## src/rtl/rda_pipe_adder.sv

```systemverilog
// rda_pipe_adder
// Fully pipelined Kogge-Stone (recursive-doubling) adder/subtractor.
// Each bit pair is classified as kill/propagate/generate. log2(WIDTH)
// doubling levels then resolve the carries, with one register stage per
// level. A final stage forms the sum. All stages advance together under a
// single global stall, so the block sustains one operation per cycle.
//
// Ports:
//   clk        rising-edge clock
//   rst_n      asynchronous active-low reset (clears all stages)
//   in_valid   operand set presented
//   in_ready   pipeline can accept this cycle (combinational)
//   a, b       operands, WIDTH bits
//   cin        carry-in (ignored when sub=1)
//   sub        1: compute a-b
//   out_valid  result valid
//   out_ready  downstream accepts result
//   sum        result, WIDTH bits
//   cout       carry out of the MSB (for subtract: 1 = no borrow)
//   ovf        two's-complement signed overflow
module rda_pipe_adder #(
    parameter int WIDTH = 32
) (
    input  logic             clk,
    input  logic             rst_n,
    input  logic             in_valid,
    output logic             in_ready,
    input  logic [WIDTH-1:0] a,
    input  logic [WIDTH-1:0] b,
    input  logic             cin,
    input  logic             sub,
    output logic             out_valid,
    input  logic             out_ready,
    output logic [WIDTH-1:0] sum,
    output logic             cout,
    output logic             ovf
);

    localparam int LEVELS = $clog2(WIDTH);

    typedef enum logic [1:0] {
        KILL = 2'b00,
        PROP = 2'b01,
        GEN  = 2'b10
    } status_t;

    // Stage k (0..LEVELS) registers: 0 is the classify stage, k>0 holds the
    // status after doubling level k-1.
    logic             v_q   [0:LEVELS];
    logic [WIDTH-1:0] a_q   [0:LEVELS];
    logic [WIDTH-1:0] bp_q  [0:LEVELS];
    logic             c0_q  [0:LEVELS];
    status_t          st_q  [0:LEVELS][WIDTH];

    status_t          st_in [WIDTH];
    status_t          st_d  [LEVELS][WIDTH];
    logic [WIDTH-1:0] b_eff;
    logic             c0;
    logic [WIDTH:0]   carry;
    logic             advance;

    // The whole pipeline moves whenever the output register is free or
    // being drained; otherwise everything holds.
    assign advance  = out_ready | ~out_valid;
    assign in_ready = advance;

    // Subtraction is a + ~b + 1, so invert b and force the carry-in.
    always_comb begin
        b_eff = sub ? ~b : b;
        c0    = sub | cin;
        for (int i = 0; i < WIDTH; i++) begin
            st_in[i] = PROP;
            if (a[i] & b_eff[i]) begin
                st_in[i] = GEN;
            end else if (~a[i] & ~b_eff[i]) begin
                st_in[i] = KILL;
            end
        end
    end

    // Doubling level j looks 2**j bits down. A propagate bit adopts the
    // status of that lower span; kill/generate are already final. Bits with
    // nothing below them at this distance pass through untouched.
    for (genvar j = 0; j < LEVELS; j++) begin : g_level
        for (genvar i = 0; i < WIDTH; i++) begin : g_bit
            if (i >= (1 << j)) begin : g_comb
                assign st_d[j][i] = (st_q[j][i] == PROP) ? st_q[j][i-(1<<j)]
                                                         : st_q[j][i];
            end else begin : g_pass
                assign st_d[j][i] = st_q[j][i];
            end
        end
    end

    // After the last level a remaining propagate means bits 0..i all
    // propagate, so the carry out of bit i is simply c0.
    always_comb begin
        carry    = '0;
        carry[0] = c0_q[LEVELS];
        for (int i = 0; i < WIDTH; i++) begin
            carry[i+1] = (st_q[LEVELS][i] == GEN) |
                         ((st_q[LEVELS][i] == PROP) & c0_q[LEVELS]);
        end
    end

    // All stage registers and valid bits load together on advance. Bubbles
    // travel as invalid stages; data registers load regardless of valid.
    always_ff @(posedge clk or negedge rst_n) begin
        if (!rst_n) begin
            for (int k = 0; k <= LEVELS; k++) begin
                v_q[k]  <= 1'b0;
                a_q[k]  <= '0;
                bp_q[k] <= '0;
                c0_q[k] <= 1'b0;
                for (int i = 0; i < WIDTH; i++) begin
                    st_q[k][i] <= KILL;
                end
            end
            out_valid <= 1'b0;
            sum       <= '0;
            cout      <= 1'b0;
            ovf       <= 1'b0;
        end else if (advance) begin
            v_q[0]  <= in_valid;
            a_q[0]  <= a;
            bp_q[0] <= b_eff;
            c0_q[0] <= c0;
            st_q[0] <= st_in;
            for (int k = 0; k < LEVELS; k++) begin
                v_q[k+1]  <= v_q[k];
                a_q[k+1]  <= a_q[k];
                bp_q[k+1] <= bp_q[k];
                c0_q[k+1] <= c0_q[k];
                st_q[k+1] <= st_d[k];
            end
            out_valid <= v_q[LEVELS];
            sum       <= a_q[LEVELS] ^ bp_q[LEVELS] ^ carry[WIDTH-1:0];
            cout      <= carry[WIDTH];
            ovf       <= carry[WIDTH] ^ carry[WIDTH-1];
        end
    end

endmodule
```

## config.mk

```make
export PLATFORM = sky130hd
export DESIGN_NAME = rda_pipe_adder
export DESIGN_NICKNAME = d
export VERILOG_FILES = /design/src/rtl/rda_pipe_adder.sv
export SDC_FILE = /design/constraint.sdc
export NUM_CORES = 2
export LEC_CHECK = 0
export CAP_MARGIN = 40
export CELL_PAD_IN_SITES_DETAIL_PLACEMENT = 1
export CELL_PAD_IN_SITES_GLOBAL_PLACEMENT = 1
export CORE_MARGIN = 2
export CORE_UTILIZATION = 35
export CTS_CLUSTER_DIAMETER = 50
export DETAILED_ROUTE_END_ITERATION = 10
export PLACE_DENSITY = 0.62
export SETUP_SLACK_MARGIN = 0.3
export SYNTH_ARGS = -nofsm -noshare
export SYNTH_HDL_FRONTEND = slang
export SYNTH_SLANG_ARGS = --single-unit
```

## constraint.sdc

```tcl
create_clock -name clk -period 2.4 [get_ports clk]
set_input_delay 0.48 -clock clk [delete_from_list [all_inputs] [get_ports clk]]
set_output_delay 0.48 -clock clk [all_outputs]
set_load 0.03 [all_outputs]
```

* After elaboration in Yosys (flattened, before gate mapping)
Cells that the tools add are included.
Storage, ports and cells: flip-flop bits (word level) 815, input port bits 70, output and inout bits 36, logic and storage cells 806
Operators by class: eq/ne operators 193, muxes and demuxes 194, bitwise operators 199
Operator list (number):
- 2-bit by 1-bit equality test with 1-bit output (second input constant) | 161
- 2-bit two-way mux | 161
- 1-bit bitwise AND | 96
- 1-bit inverter | 65
- 2-bit equality test (second input constant) | 32
- 32-bit XOR | 2
- 1-bit bitwise OR | 34
- 1-bit two-way mux | 32
- 32-bit two-way mux | 1
- 32-bit inverter | 1
- 1-bit XOR | 1

* Depth between registers and ports, before layout
depth after elaboration 6, depth in mapped cells 8, depth with buffers taken out 4

* Least setup slack after synthesis
No wires, ideal clock.
path type register to output, start point reg out_valid, end point out in_ready, data arrival time 1.358 ns, required time 1.920 ns, path slack 0.562 ns, cell stages (with the launch flop) 7, buffers on the path 4, cell sequence dfrtp_1 -> nor2b_4 -> buf_6 -> buf_6 -> inv_2 -> buf_4 -> buf_2
Between the ends: word-level cells in the longest chain between the ends 2
Ends and longest elaborated chain:
- start, declared | line 32 | output logic out_valid,
- start signal, assigned | line 136 | out_valid <= v_q[LEVELS];
- 1-bit inverter | line 64 | assign advance = out_ready | ~out_valid;
- 1-bit bitwise OR | line 64
- end, declared | line 27 | output logic in_ready,
No other way between the ends.

* Worst setup path after layout
start point reg sum[11], end point out sum[11]
RTL lines:
- start, declared | line 34 | output logic [WIDTH-1:0] sum,
- start signal, assigned | line 137 | sum <= a_q[LEVELS] ^ bp_q[LEVELS] ^ carry[WIDTH-1:0];
No word-level cell between the ends.

==> results_dict.tcl <==
set metrics [dict create \
    grtUsageTotal_pct 19.82 \
    worstPathMaxFanout 2 \
    power_density_nw_per_um2 1370 \
    grt_start_max_net_pins 89 \
    cellLeakagePower_nw 19.48 \
    grt_pass1_vias 25010 \
    layout_commonest_cell "nand2_1" \
    crit_path_max_incr_delay_ns 0.50 \
    layout_common_cells "nand2_1, dfrtp_1, o21ai_0, a21oi_1, clkbuf_16" \
    relSlewSlack_pct 47.93 \
    slew_viol_final 0 \
    ys_warn_count 0 \
    synth-seq-cells 815 \
    crit_chain "dlygate4sd2_1" \
    rows 112 \
    fin_crit_ns 2.014 \
    start_util_pct 35.38 \
    wirelength_um 94740 \
    portBuffers 105 \
    stdcell_area_um2 39810 \
    cts_tree "yes" \
    tightest_slew_ns 0.7784 \
    gp_congestion 0.7843 \
    worstSetupPathType "reg -> out" \
    setup_tns_ns 0 \
    clock_sinks 815 \
    synth.avg_cell_area_um2 9.095 \
    post_dp_cell_area_um2 36180 \
    cp_top_family "buffers and inverters" \
    syn2layout_area_growth_pct 20.21 \
    crit_arrival_ns 1.53 \
    fin_total_pwr_mw 54.55 \
    cts_buffers 103 \
    fmax_ghz 0.4966 \
    synth_seq_area_share_pct 61.59 \
    antenna_found_initial 0 \
    finClkSkew_ns 0.02822 \
    wl_per_cell_um 18.46 \
    grt_pass1_wl_um 151100 \
    overflow 0 \
    min_path_type "in -> async" \
    die_h_um 311.6 \
    synth_simple_gate_area_share_pct 23.40 \
    period_share_pct 83.91 \
    synthMuxAreaShare_pct 0.03400 \
    viasPerCell 4.708 \
    ys_types 27 \
    place_hpwl_um 69460 \
    drive_above_1_share_pct 8.022 \
    hold_violations 0 \
    startpoint_type "flip-flop" \
    cts.clk_slew.worst_paths_ns 0.06 \
    setup_viol 0 \
    synth_cells 3641 \
    synth_compound_area_share_pct 8.788 \
    rsz0062_at_grt "false" \
    maxCapViolations 0 \
    synth_fp_nets 3743 \
    fillers 10830 \
    via_count 24160 \
    cpMaxStageDelayCell "dlygate4sd2_1" \
    status "complete, no violations" \
    syn_area_um2 33120 \
    cts-htree-levels 3 \
    required_ns 1.92 \
    ir_drop_uv 608.6 \
    die-area_um2 97090 \
    cts_root_buffer "clkbuf_16" \
    worst_setup_path_end_kind "output port" \
    fin_util_pct 42.52 \
    clock_latency_ns 0.67 \
    drt-pass1-iter-count 5 \
    synth_top_family_by_area "simple AND/OR/NAND/NOR gates" \
    synth_fa_ha_area_share_pct 1.209 \
    crit_buf_inv 1 \
    ant_nets 0 \
    die_x_um 311.6 \
    io_pins 106 \
    cts_buffer_depth 3 \
    synth_xor_area_share_pct 1.719 \
    drc 0 \
    design.core.area_um2 93610 \
    first_iter_violations 1632 \
    nets 3897 \
    whs_ns 0.3624 \
    antenna_cells 0 \
]
==> layout make-up <==
type / count / area [µm²] / share of cell area, %
repair inverters: 1 / 8.758 / 0.02200
flip-flops and latches: 815 / 20390 / 51.23
clock buffers: 139 / 2925 / 7.349
clock inverters: 48 / 694.4 / 1.744
well taps: 1254 / 1569 / 3.942
inverters: 1 / 16.27 / 0.04086
multi-input cells: 2634 / 11640 / 29.24
repair buffers: 239 / 2560 / 6.431
==> routing by layer <==
| metal | GRT usage, % | part of all wire, % | up-vias |
|---|---|---|---|
| li1 | - | - | 12030 |
| met1 | 30.62 | 53 | 11710 |
| met2 | 28.99 | 42 | 316 |
| met3 | 2.888 | 3.3 | 110 |
| met4 | 4.972 | 1.9 | 0 |
| met5 | 0 | 0 | - |
==> Yosys cell counts (all sizes together) <==
master / instances / area, µm²
a211o: 27 / 236.5
a21o: 4 / 30.03
a21oi: 129 / 645.6
a31oi: 7 / 43.79
and3b: 1 / 8.760
buf: 162 / 969.7
clkbuf: 29 / 108.9
dfrtp: 815 / 20390
ha: 32 / 400.4
inv: 1 / 3.750
mux2: 1 / 11.26
nand2: 1753 / 6580
nand2b: 32 / 200.2
nand3: 30 / 150.1
nand3b: 31 / 232.7
nand4: 26 / 162.7
nor2: 103 / 386.6
nor2b: 2 / 20.02
o211ai: 1 / 7.510
o21ai: 389 / 1947
or3: 1 / 6.260
xnor2: 3 / 26.28
xor2: 62 / 543.0
==> logic make-up after synthesis <==
logic type | count (synthesis)
compound gates | 557
fa+ha+maj | 32
xor+xnor | 65
mux | 1
simple gates | 1979
buf+inv | 192
flops | 815
==> per-stage QoR <==
stage	setup slack (ns)	instances
after global routing	0.3315	5131
after CTS	0.2370	5127
after detailed placement	0.2157	4938
after floorplan	0.5618	3641
final	0.3863	5131
after global placement	0.2320	4938
==> final timing paths <==
check / cells after the start / to / slack, ns / start
hold / removal: 2 / sum[19]$_DFFE_PN0P_ / 0.36 / rst_n
setup / recovery: 1 / sum[11] / 0.39 / sum[11]$_DFFE_PN0P_
max in group asynchronous: 4 / a_q[161]$_DFFE_PN0P_ / 1.13 / rst_n
min in group clk: 3 / v_q[5]$_DFFE_PN0P_ / 0.37 / in_valid
hold reg to reg: 2 / a_q[117]$_DFFE_PN0P_ / 0.46 / a_q[117]$_DFFE_PN0P_
setup reg to reg: 7 / st_q[141]$_DFFE_PN0P_ / 0.61 / out_valid$_DFFE_PN0P_
==> what timing repair did <==
item                                    4_1_cts  5_1_grt
hold endpoints to repair                     28        0
pin swaps                                     0        0
setup buffers                                 1        3
gates cloned                                  0        1
endpoints found under the setup margin       36        2
hold buffers                                  1        0
gates resized for setup                      35        3
==> power by group <==
part	total, mW	internal [mW]	switching [mW]
sequential	24.2	19.5	4.78
combinational	14.1	4.98	9.12
clock	16.2	10.1	6.13
==> flip-flops by register name, summed over array words and instances, names as in the netlist <==
signal / flops
a_q: 192
bp_q: 192
c0_q: 6
cout: 1
out_valid: 1
ovf: 1
st_d: 62
st_q: 322
sum: 32
v_q: 6
Power figures use the tool's default switching activity.
